==> src/rtl/field_packer_pkg.sv <==
// Shared constants and types for the field packer: default geometry and FSM state type.
package field_packer_pkg;

    localparam int FIELD_W_DEF = 16;
    localparam int FIELDS_DEF  = 4;
    localparam int CNT_W       = $clog2(FIELDS_DEF) + 1;

    // ACCUM: filling the accumulator; FLUSH_WAIT: a flushed partial word waits for the output register.
    typedef enum logic [0:0] {
        ACCUM      = 1'b0,
        FLUSH_WAIT = 1'b1
    } packer_state_t;

endpackage

==> src/rtl/field_packer.sv <==
// Packs FIELD_W-bit fields LSB-first into FIELD_W*FIELDS-bit words.
// The accumulator and the output register are independent, so the next word keeps
// filling while a finished word waits for the consumer.
//
// Handshake: a transfer happens on a posedge where valid && ready are both high.
// The producer holds data stable while valid && !ready; ready never depends on
// the same-side valid. in_ready is a function of state, acc_cnt and the output side;
// out_valid/out_word/out_count come straight from registers.
module field_packer
    import field_packer_pkg::*;
#(
    parameter int FIELD_W = FIELD_W_DEF,
    parameter int FIELDS  = FIELDS_DEF
) (
    input  logic                          clk,
    input  logic                          reset,
    input  logic                          in_valid,
    input  logic [FIELD_W-1:0]            in_field,
    output logic                          in_ready,
    input  logic                          flush,
    output logic                          out_valid,
    input  logic                          out_ready,
    output logic [FIELD_W*FIELDS-1:0]     out_word,
    output logic [$clog2(FIELDS):0]       out_count,
    output packer_state_t                 fsm_state
);

    localparam int CW = $clog2(FIELDS) + 1;
    localparam int WW = FIELD_W * FIELDS;
    localparam logic [CW-1:0] LAST_SLOT = CW'(FIELDS - 1);

    packer_state_t state;
    logic [WW-1:0] acc;
    logic [WW-1:0] acc_next;
    logic [CW-1:0] acc_cnt;
    logic [CW-1:0] cnt_next;

    logic out_free;
    logic accept;
    logic complete;
    logic flush_req;
    logic move;

    assign fsm_state = state;
    assign out_free  = !out_valid || out_ready;
    // The last slot may only be taken when the finished word has somewhere to go.
    assign in_ready  = (state == ACCUM) && !(acc_cnt == LAST_SLOT && !out_free);
    assign accept    = in_valid && in_ready;
    // in_ready already guarantees out_free when the last slot is filled.
    assign complete  = accept && (acc_cnt == LAST_SLOT);
    // A flush that coincides with completion leaves nothing behind, so it is a no-op.
    assign flush_req = (state == ACCUM) && flush && (cnt_next != '0) && !complete;
    assign move      = complete
                     || (flush_req && out_free)
                     || ((state == FLUSH_WAIT) && out_free);

    // Accumulator contents and fill count including a field accepted this cycle.
    always_comb begin
        acc_next = acc;
        cnt_next = acc_cnt;
        if (accept) begin
            acc_next[int'(acc_cnt) * FIELD_W +: FIELD_W] = in_field;
            cnt_next = acc_cnt + CW'(1);
        end
    end

    // Accumulator, output register and flush FSM.
    always_ff @(posedge clk or negedge reset) begin
        if (!reset) begin
            state     <= ACCUM;
            acc       <= '0;
            acc_cnt   <= '0;
            out_valid <= 1'b0;
            out_word  <= '0;
            out_count <= '0;
        end else if (move) begin
            out_word  <= acc_next;
            out_count <= cnt_next;
            out_valid <= 1'b1;
            acc       <= '0;
            acc_cnt   <= '0;
            state     <= ACCUM;
        end else begin
            if (out_valid && out_ready) begin
                out_valid <= 1'b0;
            end
            acc     <= acc_next;
            acc_cnt <= cnt_next;
            if (flush_req) begin
                state <= FLUSH_WAIT;
            end
        end
    end

endmodule

==> config.mk <==
export PLATFORM = sky130hd
export DESIGN_NAME = field_packer
export DESIGN_NICKNAME = d
export VERILOG_FILES = /design/src/rtl/field_packer_pkg.sv /design/src/rtl/field_packer.sv
export SDC_FILE = /design/constraint.sdc
export NUM_CORES = 1
export LEC_CHECK = 0
export CAP_MARGIN = 20
export CORE_AREA = 2 2 114 116
export CTS_CLUSTER_DIAMETER = 50
export CTS_CLUSTER_SIZE = 24
export DETAILED_ROUTE_END_ITERATION = 16
export DIE_AREA = 0 0 116 118
export DONT_BUFFER_PORTS = 1
export GPL_TIMING_DRIVEN = 0
export PLACE_DENSITY_LB_ADDON = 0.15
export SLEW_MARGIN = 20
export SYNTH_ARGS = -nofsm -noshare
export SYNTH_HDL_FRONTEND = slang
export SYNTH_SLANG_ARGS = --single-unit
==> constraint.sdc <==
create_clock -name clk -period 7.9 [get_ports clk]
set_clock_uncertainty 0.05 [all_clocks]
set_input_delay 0.79 -clock clk [delete_from_list [all_inputs] [get_ports clk]]
set_output_delay 0.79 -clock clk [all_outputs]
set_load 0.02 [all_outputs]
==> results of run 1 <==
metal layers:
metal | vias up | share of wire [%] | global-route usage [%]
met5 | - | 0 | 0
met4 | 0 | 1.3 | 5.580
met3 | 15 | 5.7 | 5.973
met2 | 76 | 44 | 29.53
met1 | 1794 | 49 | 29.13
li1 | 1714 | - | -
layout by cell type, fill, tap and decap left out, types with 2 or more instances in the layout:
cell        synthesis  layout
clkinvlp_4          0       2
buf_6               4       4
nor2_1             53      53
clkinv_2            0       2
a21oi_1             2       2
mux2_2             16      16
bufinv_16           0       3
nor3_2              2       2
nor3b_1            17      17
and3_1             14      14
clkbuf_1            8      12
dfrtp_1           136     136
ha_1                6       6
inv_1              70      70
buf_4               2       2
nand2_1            22      22
nor2b_1            18      18
buf_2              14      14
mux2i_1           116     116
nand2b_1            2       2
and3_2              2       2
clkbuf_16           0      17
cells by family after synthesis:
logic type / count (synthesis)
AOI/OAI and AO/OA: 5
buffers and inverters: 101
muxes: 132
adders and majority gates: 6
and+or+nand+nor: 140
DFF: 136
xor gates and xnor gates: 1
state kept, by name, summed over array words and instances, names as in the netlist:
signal,count
acc,64
out_word,64
acc_cnt,3
out_count,3
fsm_state,1
out_valid,1
power by group through the flow:
| stage | Combinational (mW) | Sequential (mW) | Clock [mW] |
|---|---|---|---|
| final | 0.634 | 0.876 | 0.792 |
| after floorplan | 0.494 | 0.872 | 0 |
| after global routing | 0.702 | 0.888 | 0.829 |
| after global placement | 0.625 | 0.888 | 0 |
| after detailed placement | 0.637 | 0.890 | 0 |
| after CTS | 0.641 | 0.878 | 0.801 |
metrics by stage:
stage / total power, mW / hold slack [ps]
after floorplan: 1.366 / 430.0
after global placement: 1.513 / 448.4
after detailed placement: 1.527 / 448.3
after CTS: 2.320 / 14.22
after global routing: 2.419 / 5.399
final: 2.302 / 27.06
worst paths after layout:
| path | startpoint | end | slack, ps | cells past startpoint |
|---|---|---|---|---|
| min in group clk | acc[44] | acc[44] | 470 | 2 |
| max reg2reg | acc_cnt[0] | acc[36] | 4590 | 12 |
| max | acc_cnt[0] | acc[36] | 4590 | 12 |
| max in group asynchronous | reset | acc[17] | 7500 | 0 |
| min | reset | out_word[34] | 30 | 0 |
| min reg2reg | acc[44] | acc[44] | 470 | 2 |
layout make-up:
class,instances,area (sq um)
Inverter,70,262.8
Sequential cell,136,3403
Tap cell,172,215.2
Buffer,31,188.9
Fill cell,1097,5560
Multi-Input combinational cell,284,2206
Clock buffer,22,454.2
Clock inverter,8,123.9
worst max-delay path, stage by stage, from the launching register on:
cell,delay (ps)
dfrtp_1,420
buf_6,160
clkbuf_1,320
inv_1,170
ha_1,330
nor2b_1,50
clkbuf_1,210
and4_1,270
o31ai_1,190
buf_2,220
buf_2,280
buf_1,400
nor2_1,100
==> impl_metrics.py, run 1 <==
metrics = {
    "critical_path": {
        "cp.arrival_ps": 3540,
        "cp.required_ps": 8120,
        "crit_path_start_kind": "flop",
        "end_kind": "flop",
        "critPathKind": "flop to flop",
        "path_max_fanout": 10,
    },
    "timing": {
        "setup_viol": 0,
        "period_minus_slack_ps": 3314,
        "finalCritPeriodShare_pct": 41.95,
        "finalWorstSetupSlack_ps": 4586,
        "slew_headroom_pct": 48.75,
        "max_freq_mhz": 301.8,
        "slew_viol_final": 0,
        "finalHoldViolations": 0,
        "finalSetupTns_ps": 0,
        "max_slew.worst_pin.slew_ps": 764.6,
        "rsz0062_at_grt": "no",
    },
    "synthesis": {
        "synth.most_common_cell": "dfrtp_1",
        "syn_nets": 548,
        "syn-cell-area_sq_um": 6061,
        "ys_seq_area_share_pct": 56.15,
        "synthArstFlopShare_pct": 100.0,
        "synth_compound_gate_area_share_pct": 0.5780,
        "synthTopCellsByCount": "136 x dfrtp_1, 116 x mux2i_1, 70 x inv_1, 53 x nor2_1, 22 x nand2_1",
        "synth_xor_area_share_pct": 0.1445,
        "synth-edff-count": 0,
        "synth_top_area_cell": "dfrtp_1",
        "yosys_warnings": 0,
        "syn_inst": 521,
        "synthAdderAreaFrac_pct": 1.239,
        "synthMuxAreaShare_pct": 22.13,
        "synthTopCellsByArea": "dfrtp_1 56%, mux2i_1 19%, inv_1 4.3%, nor2_1 3.3%, mux2_2 3.0%",
        "synth-simple-area-share_pct": 12.30,
        "synth_top_family_by_area": "multiplexers",
        "yosysUniqueCellTypes": 35,
        "synth_area_per_cell_sq_um": 11.63,
        "yosys.area.top_type_share_pct": 56.15,
        "synth_seq_cells": 136,
        "yosys_most_used_dff": "dfrtp_1",
    },
    "outcome": {
        "outcome": "complete, no violations",
    },
    "clock_tree": {
        "cts_tree": "done",
        "htree_num_levels": 4,
        "cts-root-buf": "clkbuf_16",
        "cts_buffers": 17,
        "cts.path.max_buffers": 2,
        "hold_buffers": 0,
        "clk-insertion-delay-late_ps": 410,
        "post_cts_buffers": 0,
        "cts.repair.resized": 0,
        "cts.sink_count": 136,
        "clk_pin_slew_ps": 50,
    },
    "pwr": {
        "power_frac_comb_pct": 27.6,
        "switching_power_mw": 0.7816,
        "p_int_mw": 1.521,
        "ir_drop_v": 0.0001631,
        "cellPowerDensity_nw_per_um2": 335.9,
        "pwr-share-seq_pct": 38.1,
        "p_leak_nw": 3.323,
        "swShare_pct": 33.95,
        "clockPowerShare_pct": 34.4,
    },
    "final_layout": {
        "syn2layout_area_growth_pct": 13.09,
        "antennaDiodeCount": 0,
        "final_core_util_pct": 55.21,
        "drive_above_1_share_pct": 13.07,
        "final_cells": 723,
        "fin_area_sq_um": 6854,
        "layout.nets": 567,
    },
    "min_path": {
        "hold_path.class": "input port to async pin",
    },
    "placement": {
        "preCtsSetupSlack_ps": 4577,
        "gp_congestion": 0.8586,
        "placed_cell_area_sq_um": 6276,
        "dp_hpwl_mm": 8.789,
        "port-buffer-count": 0,
        "dp_cells": 693,
    },
    "global_routing": {
        "overflow": 0,
        "antenna_found_initial": 0,
        "grt_usage_pct": 20.14,
        "grt_pass1_wl_mm": 21.12,
        "grt_max_degree": 137,
        "grt_pass1_vias": 3837,
    },
    "floorplanning": {
        "ios": 91,
        "rows": 41,
        "die_area_sq_um": 13690,
        "die_h_microns": 118,
        "core_sq_um": 12410,
        "dieWidth_microns": 116,
        "initial_core_util_pct": 48.82,
    },
    "routing": {
        "drt_wl_total_mm": 12.79,
        "wl_per_cell_microns": 17.69,
        "vias_per_cell": 4.978,
        "drt-pass1-iter-count": 4,
        "drcViolationCount": 0,
        "antenna_left": 0,
        "drt_iter0_drc": 209,
        "vias": 3599,
    },
    "flow_run": {
        "drv_cap": 0,
    },
}
Power figures use the tool's default switching activity.
==> inputs of run 2 (changes only) <==
Clock period 7.9 ns to 3.4 ns, I/O delays scaled along.
==> impl_metrics.py, run 2 (same netlist as run 1, synthesis figures left out) <==
metrics = {
    "outcome": {
        "outcome": "finished with violations",
        "violations": "hold timing",
    },
    "placement": {
        "gp_congestion": 0.8586,
        "dp_cells": 693,
        "dp_hpwl_mm": 8.789,
        "port-buffer-count": 0,
    },
    "pwr": {
        "p_leak_nw": 3.325,
        "swShare_pct": 33.94,
        "p_int_mw": 3.533,
        "switching_power_mw": 1.815,
        "ir_drop_v": 0.0003797,
        "total_power_mw": 5.349,
        "pwr-share-seq_pct": 38.1,
        "power_frac_comb_pct": 27.5,
        "clockPowerShare_pct": 34.4,
        "cellPowerDensity_nw_per_um2": 780.7,
    },
    "flow_run": {
        "drv_cap": 0,
    },
    "global_routing": {
        "overflow": 0,
        "grt_pass1_wl_mm": 21.12,
        "grt_usage_pct": 20.14,
        "antenna_found_initial": 0,
        "grt_pass1_vias": 3837,
        "grt_max_degree": 137,
    },
    "timing": {
        "rsz0062_at_grt": "no",
        "max_slew.worst_pin.slew_ps": 770.7,
        "max_freq_mhz": 345.8,
        "slew_headroom_pct": 48.34,
        "finalCritPeriodShare_pct": 85.06,
        "slew_viol_final": 0,
        "finalHoldViolations": 136,
        "period_minus_slack_ps": 2892,
        "hold_ws_ps": -423.2,
        "setup_viol": 0,
        "finalSetupTns_ps": 0,
    },
    "floorplanning": {
        "initial_core_util_pct": 48.82,
        "die_area_sq_um": 13690,
        "dieWidth_microns": 116,
        "rows": 41,
        "core_sq_um": 12410,
        "ios": 91,
        "die_h_microns": 118,
    },
    "routing": {
        "wl_per_cell_microns": 17.71,
        "dr_wl_met2_mm": 5.628,
        "wl_met3_microns": 767,
        "antenna_left": 0,
        "vias": 3582,
        "wl_met1_mm": 6.222,
        "drt-pass1-iter-count": 4,
        "drt_iter0_drc": 200,
        "drcViolationCount": 0,
        "vias_per_cell": 4.961,
        "maxUsedRoutingLayer": "met4",
        "drt_wl_total_mm": 12.79,
    },
    "critical_path": {
        "cp_cell_sequence": "buf_6, inv_1, ha_1, clkbuf_2, or3b_1, or4_4, buf_6, buf_12, mux2i_1, mux2i_1",
        "cp.arrival_ps": 3120,
        "crit_start": "acc_cnt[0]",
        "crit_path_start_kind": "flop",
        "cpPeakStageDelay_ps": 420,
        "critPathKind": "flop to flop",
        "ff2ff_setup_slack_ps": 510,
        "cp.required_ps": 3630,
        "r2r_start": "acc_cnt[0]",
        "end_kind": "flop",
        "path_max_fanout": 19,
        "slowest_stage": "or4_4",
    },
    "clock_tree": {
        "htree_num_levels": 4,
        "cts.path.max_buffers": 2,
        "clk_pin_slew_ps": 60,
        "cts_tree": "done",
        "cts_buffers": 17,
        "cts.sink_count": 136,
        "cts-root-buf": "clkbuf_16",
        "clk-insertion-delay-late_ps": 410,
    },
    "final_layout": {
        "fillers": 1099,
        "layout_common_cells": "136 x dfrtp_1, 116 x mux2i_1, 70 x inv_1",
        "antennaDiodeCount": 0,
        "drive_above_1_share_pct": 13.27,
        "register_area_sq_um": 3403,
        "syn2layout_area_growth_pct": 13.05,
        "multi_input_area_sq_um": 2206,
        "final_core_util_pct": 55.19,
        "top_regs": "acc (64), out_word (64)",
        "layout.nets": 566,
        "final_cells": 722,
        "final_common_cell": "dfrtp_1",
    },
    "min_path": {
        "hold_path.class": "input port to async pin",
    },
}
-- run 2: worst paths after layout --
check | depth (start not counted) | end
setup / recovery | 10 | out_word[8]
hold / removal | 0 | out_word[34]
setup reg to reg | 10 | out_word[8]
hold reg to reg | 2 | acc[44]
max in group asynchronous | 0 | acc[17]
min in group clk | 2 | acc[5]
-- run 2: repair_timing --
item	CTS	global route
endpoints found under the hold margin	136	136
endpoints found under the setup margin	0	88
setup buffers	0	0
gates resized for setup	0	1
-- run 2: layer usage --
metal	up-vias	global-route usage, %
met5	-	0
met4	0	5.580
met3	15	5.973
met2	72	29.53
met1	1785	29.13
li1	1710	-
-- run 2: worst max-delay path, delay by kind of cell (launching register included) --
family	cells	cell delay (ps)
simple gates	2	810
buf+inv	5	790
flops	1	410
mux	2	380
fa+ha+maj	1	320
-- run 2: power by group through the flow --
stage	clock [mW]	combinational (mW)	sequential (mW)
floorplan	0	1.15	2.03
global placement	0	1.45	2.06
detailed placement	0	1.48	2.07
CTS	1.86	1.49	2.04
global route	1.93	1.63	2.06
finish	1.84	1.47	2.04
-- run 2: through the flow --
step | setup WS (ps) | cell area (sq um)
after global placement | 153.6 | 6276
final | 507.8 | 6852
after CTS | 36.02 | 6854
after global routing | 236.5 | 6852
after floorplan | 628.0 | 6061
after detailed placement | 77.27 | 6276
-- run 2: final cells by class --
cell class              count  area share (%)
plain buffers              30           2.721
multi-input cells         284           32.20
flip-flops and latches    136           49.67
clock inverters             8           1.808
clock buffers              22           6.629
inverters                  70           3.835
well taps                 172           3.141
